**src/rtl/instruction_cache_if.sv**
```systemverilog
// CPU fetch port and block-memory port of the instruction cache, bundled.
// master: the CPU/memory environment; slave: the cache.
interface instruction_cache_if;
  logic [31:0]  pc;
  logic [31:0]  instruction;
  logic         busywait;
  logic         mem_read;
  logic [5:0]   mem_address;
  logic [127:0] mem_readdata;
  logic         mem_busywait;

  modport master (
    output pc,
    output mem_readdata,
    output mem_busywait,
    input  instruction,
    input  busywait,
    input  mem_read,
    input  mem_address
  );

  modport slave (
    input  pc,
    input  mem_readdata,
    input  mem_busywait,
    output instruction,
    output busywait,
    output mem_read,
    output mem_address
  );
endinterface

```
**src/rtl/instruction_cache.sv**
```systemverilog
// Direct-mapped read-only instruction cache: 8 blocks x 4 words, 1 KiB space.
// Hits answer combinationally; misses stall via busywait while a block refills.
module instruction_cache (
  input  logic               clk,
  input  logic               reset,
  instruction_cache_if.slave bus
);

  typedef enum logic [0:0] {
    IDLE  = 1'b0,
    FETCH = 1'b1
  } state_t;

  state_t       state_r;
  state_t       state_next_s;

  logic [7:0]   valid_r;
  logic [2:0]   tag_r  [8];
  logic [127:0] data_r [8];

  logic [2:0]   idx_s;
  logic [2:0]   tag_s;
  logic [1:0]   off_s;
  logic         hit_s;
  logic         capture_s;
  logic         unused_s;

  function automatic logic [31:0] select_word(input logic [127:0] blk, input logic [1:0] off);
    logic [31:0] word;
    case (off)
      2'd0:    word = blk[31:0];
      2'd1:    word = blk[63:32];
      2'd2:    word = blk[95:64];
      2'd3:    word = blk[127:96];
      default: word = 32'h0000_0000;
    endcase
    return word;
  endfunction

  assign idx_s    = bus.pc[6:4];
  assign tag_s    = bus.pc[9:7];
  assign off_s    = bus.pc[3:2];
  assign hit_s    = valid_r[idx_s] && (tag_r[idx_s] == tag_s);
  // Upper PC bits alias and byte-offset bits are ignored by design.
  assign unused_s = ^{bus.pc[31:10], bus.pc[1:0]};

  // State register.
  always_ff @(posedge clk) begin
    if (reset) begin
      state_r <= IDLE;
    end else begin
      state_r <= state_next_s;
    end
  end

  // Next-state and handshake outputs; reset forces the bus quiet and abandons a fill.
  always_comb begin
    state_next_s    = state_r;
    bus.busywait    = 1'b0;
    bus.mem_read    = 1'b0;
    bus.mem_address = 6'd0;
    capture_s       = 1'b0;
    case (state_r)
      IDLE: begin
        bus.busywait = !hit_s;
        if (!hit_s) begin
          state_next_s = FETCH;
        end else begin
          state_next_s = IDLE;
        end
      end
      FETCH: begin
        bus.busywait    = 1'b1;
        bus.mem_read    = 1'b1;
        bus.mem_address = bus.pc[9:4];
        if (!bus.mem_busywait) begin
          capture_s    = 1'b1;
          state_next_s = IDLE;
        end else begin
          state_next_s = FETCH;
        end
      end
      default: begin
        state_next_s = IDLE;
      end
    endcase
    if (reset) begin
      bus.busywait = 1'b0;
      bus.mem_read = 1'b0;
      capture_s    = 1'b0;
      state_next_s = IDLE;
    end else begin
      capture_s = capture_s;
    end
  end

  // Tag/valid/data arrays: cleared on reset, written only on the capture edge.
  always_ff @(posedge clk) begin
    if (reset) begin
      valid_r <= 8'd0;
      for (int i = 0; i < 8; i++) begin
        tag_r[i]  <= 3'd0;
        data_r[i] <= 128'd0;
      end
    end else if (capture_s) begin
      valid_r[idx_s] <= 1'b1;
      tag_r[idx_s]   <= tag_s;
      data_r[idx_s]  <= bus.mem_readdata;
    end else begin
      valid_r <= valid_r;
    end
  end

  // Word select from the indexed line.
  always_comb begin
    bus.instruction = select_word(data_r[idx_s], off_s);
  end

endmodule

```
**src/flat_wrapper.sv**
```systemverilog
// flat-port wrapper written by rule: the top's interface ports become plain ports
module instruction_cache_flat 
  (clk, reset, bus_pc, bus_mem_readdata, bus_mem_busywait, bus_instruction, bus_busywait, bus_mem_read, bus_mem_address);
  instruction_cache_if bus_i ();
  input  logic clk;
  input  logic reset;
  input wire logic [$bits(bus_i.pc)-1:0] bus_pc;
  input wire logic [$bits(bus_i.mem_readdata)-1:0] bus_mem_readdata;
  input wire logic [$bits(bus_i.mem_busywait)-1:0] bus_mem_busywait;
  output wire logic [$bits(bus_i.instruction)-1:0] bus_instruction;
  output wire logic [$bits(bus_i.busywait)-1:0] bus_busywait;
  output wire logic [$bits(bus_i.mem_read)-1:0] bus_mem_read;
  output wire logic [$bits(bus_i.mem_address)-1:0] bus_mem_address;
  assign bus_i.pc = bus_pc;
  assign bus_i.mem_readdata = bus_mem_readdata;
  assign bus_i.mem_busywait = bus_mem_busywait;
  assign bus_instruction = bus_i.instruction;
  assign bus_busywait = bus_i.busywait;
  assign bus_mem_read = bus_i.mem_read;
  assign bus_mem_address = bus_i.mem_address;
  instruction_cache u_core (.clk(clk), .reset(reset), .bus(bus_i));
endmodule
```
**config.mk**
```make
export PLATFORM = sky130hd
export DESIGN_NAME = instruction_cache_flat
export DESIGN_NICKNAME = d
export VERILOG_FILES = /design/src/rtl/instruction_cache_if.sv /design/src/rtl/instruction_cache.sv /design/src/flat_wrapper.sv
export SDC_FILE = /design/constraint.sdc
export NUM_CORES = 1
export LEC_CHECK = 0
export CAP_MARGIN = 20
export CORE_MARGIN = 4
export CORE_UTILIZATION = 50
export CTS_CLUSTER_DIAMETER = 60
export CTS_CLUSTER_SIZE = 28
export DETAILED_ROUTE_END_ITERATION = 10
export DONT_BUFFER_PORTS = 1
export PLACE_DENSITY_LB_ADDON = 0.08
export SETUP_SLACK_MARGIN = 0.3
export SYNTH_ARGS = -nofsm -noshare
export SYNTH_HDL_FRONTEND = slang
export SYNTH_SLANG_ARGS = --single-unit
```
**constraint.sdc**
```tcl
create_clock -name clk -period 5.4 [get_ports clk]
set_input_delay 0.54 -clock clk [delete_from_list [all_inputs] [get_ports clk]]
set_output_delay 0.54 -clock clk [all_outputs]
set_load 0.005 [all_outputs]
```
==> out/results.txt <==
Placed Area -> 49200 sq um
Async SR Flop Fraction -> 0
largest net degree at the start of global routing -> 282
share of Yosys cell area claimed by the top area cell type -> 0.645
FF+latch count, synth -> 1057
final setup vio count -> 0
post-synth top area cell -> edfxtp_1
Core Area -> 96700 sq um
DR pass1 iterations -> 6
clk buf depth -> 3
crit-path cells -> nor2_2, buf_4, a22oi_1, o21ai_0, o22ai_1, a211oi_1
register area share after synthesis -> 0.649
critical path class -> input pin to output port
final core utilization -> 0.540
Post-synth EDFFs -> 1048
first-pass GRT wire length -> 232000 um
# nets final -> 3464
Core Rows -> 114
die width -> 320 um
Die ar. -> 103000 sq um
Max Clk Rate -> 259 MHz
DR iter-0 viols -> 4392
top cells by area, synth -> edfxtp_1 (65%), and3_1 (12%), mux4_2 (3.5%)
DIE HEIGHT -> 320 um
Switch Pwr -> 0.00432 W
Sw Share -> 0.248
mapped cell area -> 48800 sq um
Pwr Density -> 333 nW/um^2
Synth Instances -> 3497
RSZ-0062 raised after global routing -> no
Post-CTS Setup Inserts -> 0
max-slew violation count -> 0
post-CTS sizing -> 0
Critical Path Sink Type -> output port
Post-DRT Antenna Nets -> 0
crit path max-delay cell type -> a211oi_1
post-DR vias/cell -> 6.79
routed wire length per instance -> 35.3 um
Area Overhead vs Synth -> 7.05%
I/O Buffers -> 0
critical path's largest stage delay -> 0.94 ns
R2R Path Start -> u_core.state_r$_SDFF_PP0_
Startpoint Class -> input pin
final wirelength -> 164000 um
vias in the first global route -> 31400
starting density of the core -> 0.504
grt ovf -> 0
Clk pin slew, worst setup/hold paths -> 0.08 ns
Clock Latency Late Sink -> 0.68 ns
Top FF cell, synth -> edfxtp_1
HPWL Detailed -> 87300 um
Worst slew margin -> 0.149
via count -> 31500
Hold Crit Class -> input pin to register
warning count from the yosys run -> 0
depth of the CTS H-tree -> 3
Final GP Congestion -> 0.834
cts bufs inserted -> 84
Leak -> 21.7 nW
status -> finished clean
Root Driver -> clkbuf_16
Comb power frac -> 0.076
syn_area_per_cell -> 13.9 sq um
Max-Cap Viols -> 0
# diodes -> 0
WHS -> 0.0524 ns
critical path arrival -> 3.32 ns
Setup WS pre-CTS -> 1.82 ns
share of layout cells above drive strength 1 -> 0.125
worst-margin pin slew -> 1.28 ns
I/O pin count -> 203
Critical path origin -> bus_pc[4]
Distinct cells, synth -> 74
required time of the critical path -> 4.86 ns
initial antenna violation count -> 2
Worst Min Path Start -> bus_mem_readdata[0]
worst setup margin -> 1.54 ns
setup_tns -> 0 ns
Int Power -> 0.0131 W
clk sinks -> 1057
Worst Skew -> 0.0311 ns
Post-route DRC -> 0
number of hold buffers added after cts -> 1
Clk network pwr share -> 0.383
Period minus WS final -> 3.86 ns
syn_nets -> 3660
Seq pwr share -> 0.541
worst vdd ir -> 0.327 mV
final instance area -> 52200 sq um
critical path fanouts, max -> 225
gr usage total -> 0.315
TritonCTS clock tree -> yes
final worst path period share -> 0.715
Final Hold Fails -> 0
-- cell families after synthesis --
group,synth area share
simple gates,0.159
flops,0.649
compound gates,0.0696
buf+inv,0.0431
mux,0.0790
-- synthesized netlist by cell type (8+ instances only) --
library cell,count
mux2i_1,131
nand3_1,15
and2_1,142
nand2_1,102
o22ai_1,39
buf_6,39
a21oi_1,67
a22oi_1,66
buf_2,80
a221oi_1,82
a22o_1,8
or2_2,11
nor3_1,9
a221o_1,16
edfxtp_1,1048
clkbuf_2,14
o21ai_0,88
mux2_2,71
mux4_2,75
a21o_1,8
o221ai_1,13
nor2_1,79
clkbuf_1,197
dfxtp_1,9
and3_1,925
buf_4,24
a211oi_1,13
-- per-stage QoR --
step,total power [W],instances
floorplan,0.0104,3497
global placement,0.0109,4489
detailed placement,0.0109,4489
CTS,0.0174,4646
global route,0.0178,4647
finish,0.0174,4647
-- path summary, 6_finish.rpt --
kind | endpoint | slack [ns] | cells past startpoint
max | bus_instruction[26] | 1.54 | 6
min reg2reg | u_core.valid_r[2]$_SDFFE_PP0P_ | 0.46 | 1
max reg2reg | u_core.data_r[6][13]$_SDFFCE_PN0P_ | 1.59 | 4
min | u_core.data_r[3][0]$_SDFFCE_PN0P_ | 0.05 | 1
-- state kept, by name (all words and copies together), names as in the netlist --
register / count
u_core.valid_r: 8
u_core.tag_r: 24
u_core.data_r: 1024
u_core.state_r: 1
-- final cells by class --
cell class,instances,area (sq um)
clock buffers,93,2180
clock inverters,63,758
fillers,7873,44500
inverters,7,27.5
multi-input cells,2065,15100
flip-flops and latches,1057,31700
well taps,1276,1600
repair buffers,86,881
-- critical path: cells and delay by family --
| family | cells | cell delay, ns |
|---|---|---|
| AOI/OAI and AO/OA | 4 | 1.36 |
| and+or+nand+nor | 1 | 0.80 |
| buffers and inverters | 1 | 0.35 |
-- layout by cell type (no fill, tap or decap), types with 75 or more instances in the layout --
cell,instances
edfxtp_1,1048
mux2i_1,131
clkbuf_16,86
and2_1,142
nor2_1,77
a221oi_1,82
nand2_1,102
o21ai_0,88
and3_1,923
mux4_2,75
-- routing by layer --
layer	track usage	vias up	part of all wire
met2	0.498	1638	0.47
met3	0.0730	300	0.099
met5	0	-	0
li1	-	13200	-
met4	0.139	0	0.049
met1	0.419	16300	0.39
-- power by group through the flow --
| stage | Clock [W] | Sequential, W | Combinational, W |
|---|---|---|---|
| floorplan | 0 | 0.00957 | 0.000852 |
| global placement | 0 | 0.00957 | 0.00129 |
| detailed placement | 0 | 0.00959 | 0.00129 |
| CTS | 0.00672 | 0.00940 | 0.00130 |
| global route | 0.00706 | 0.00943 | 0.00136 |
| finish | 0.00666 | 0.00941 | 0.00132 |
Note: power is estimated with default switching activity, not from simulation.
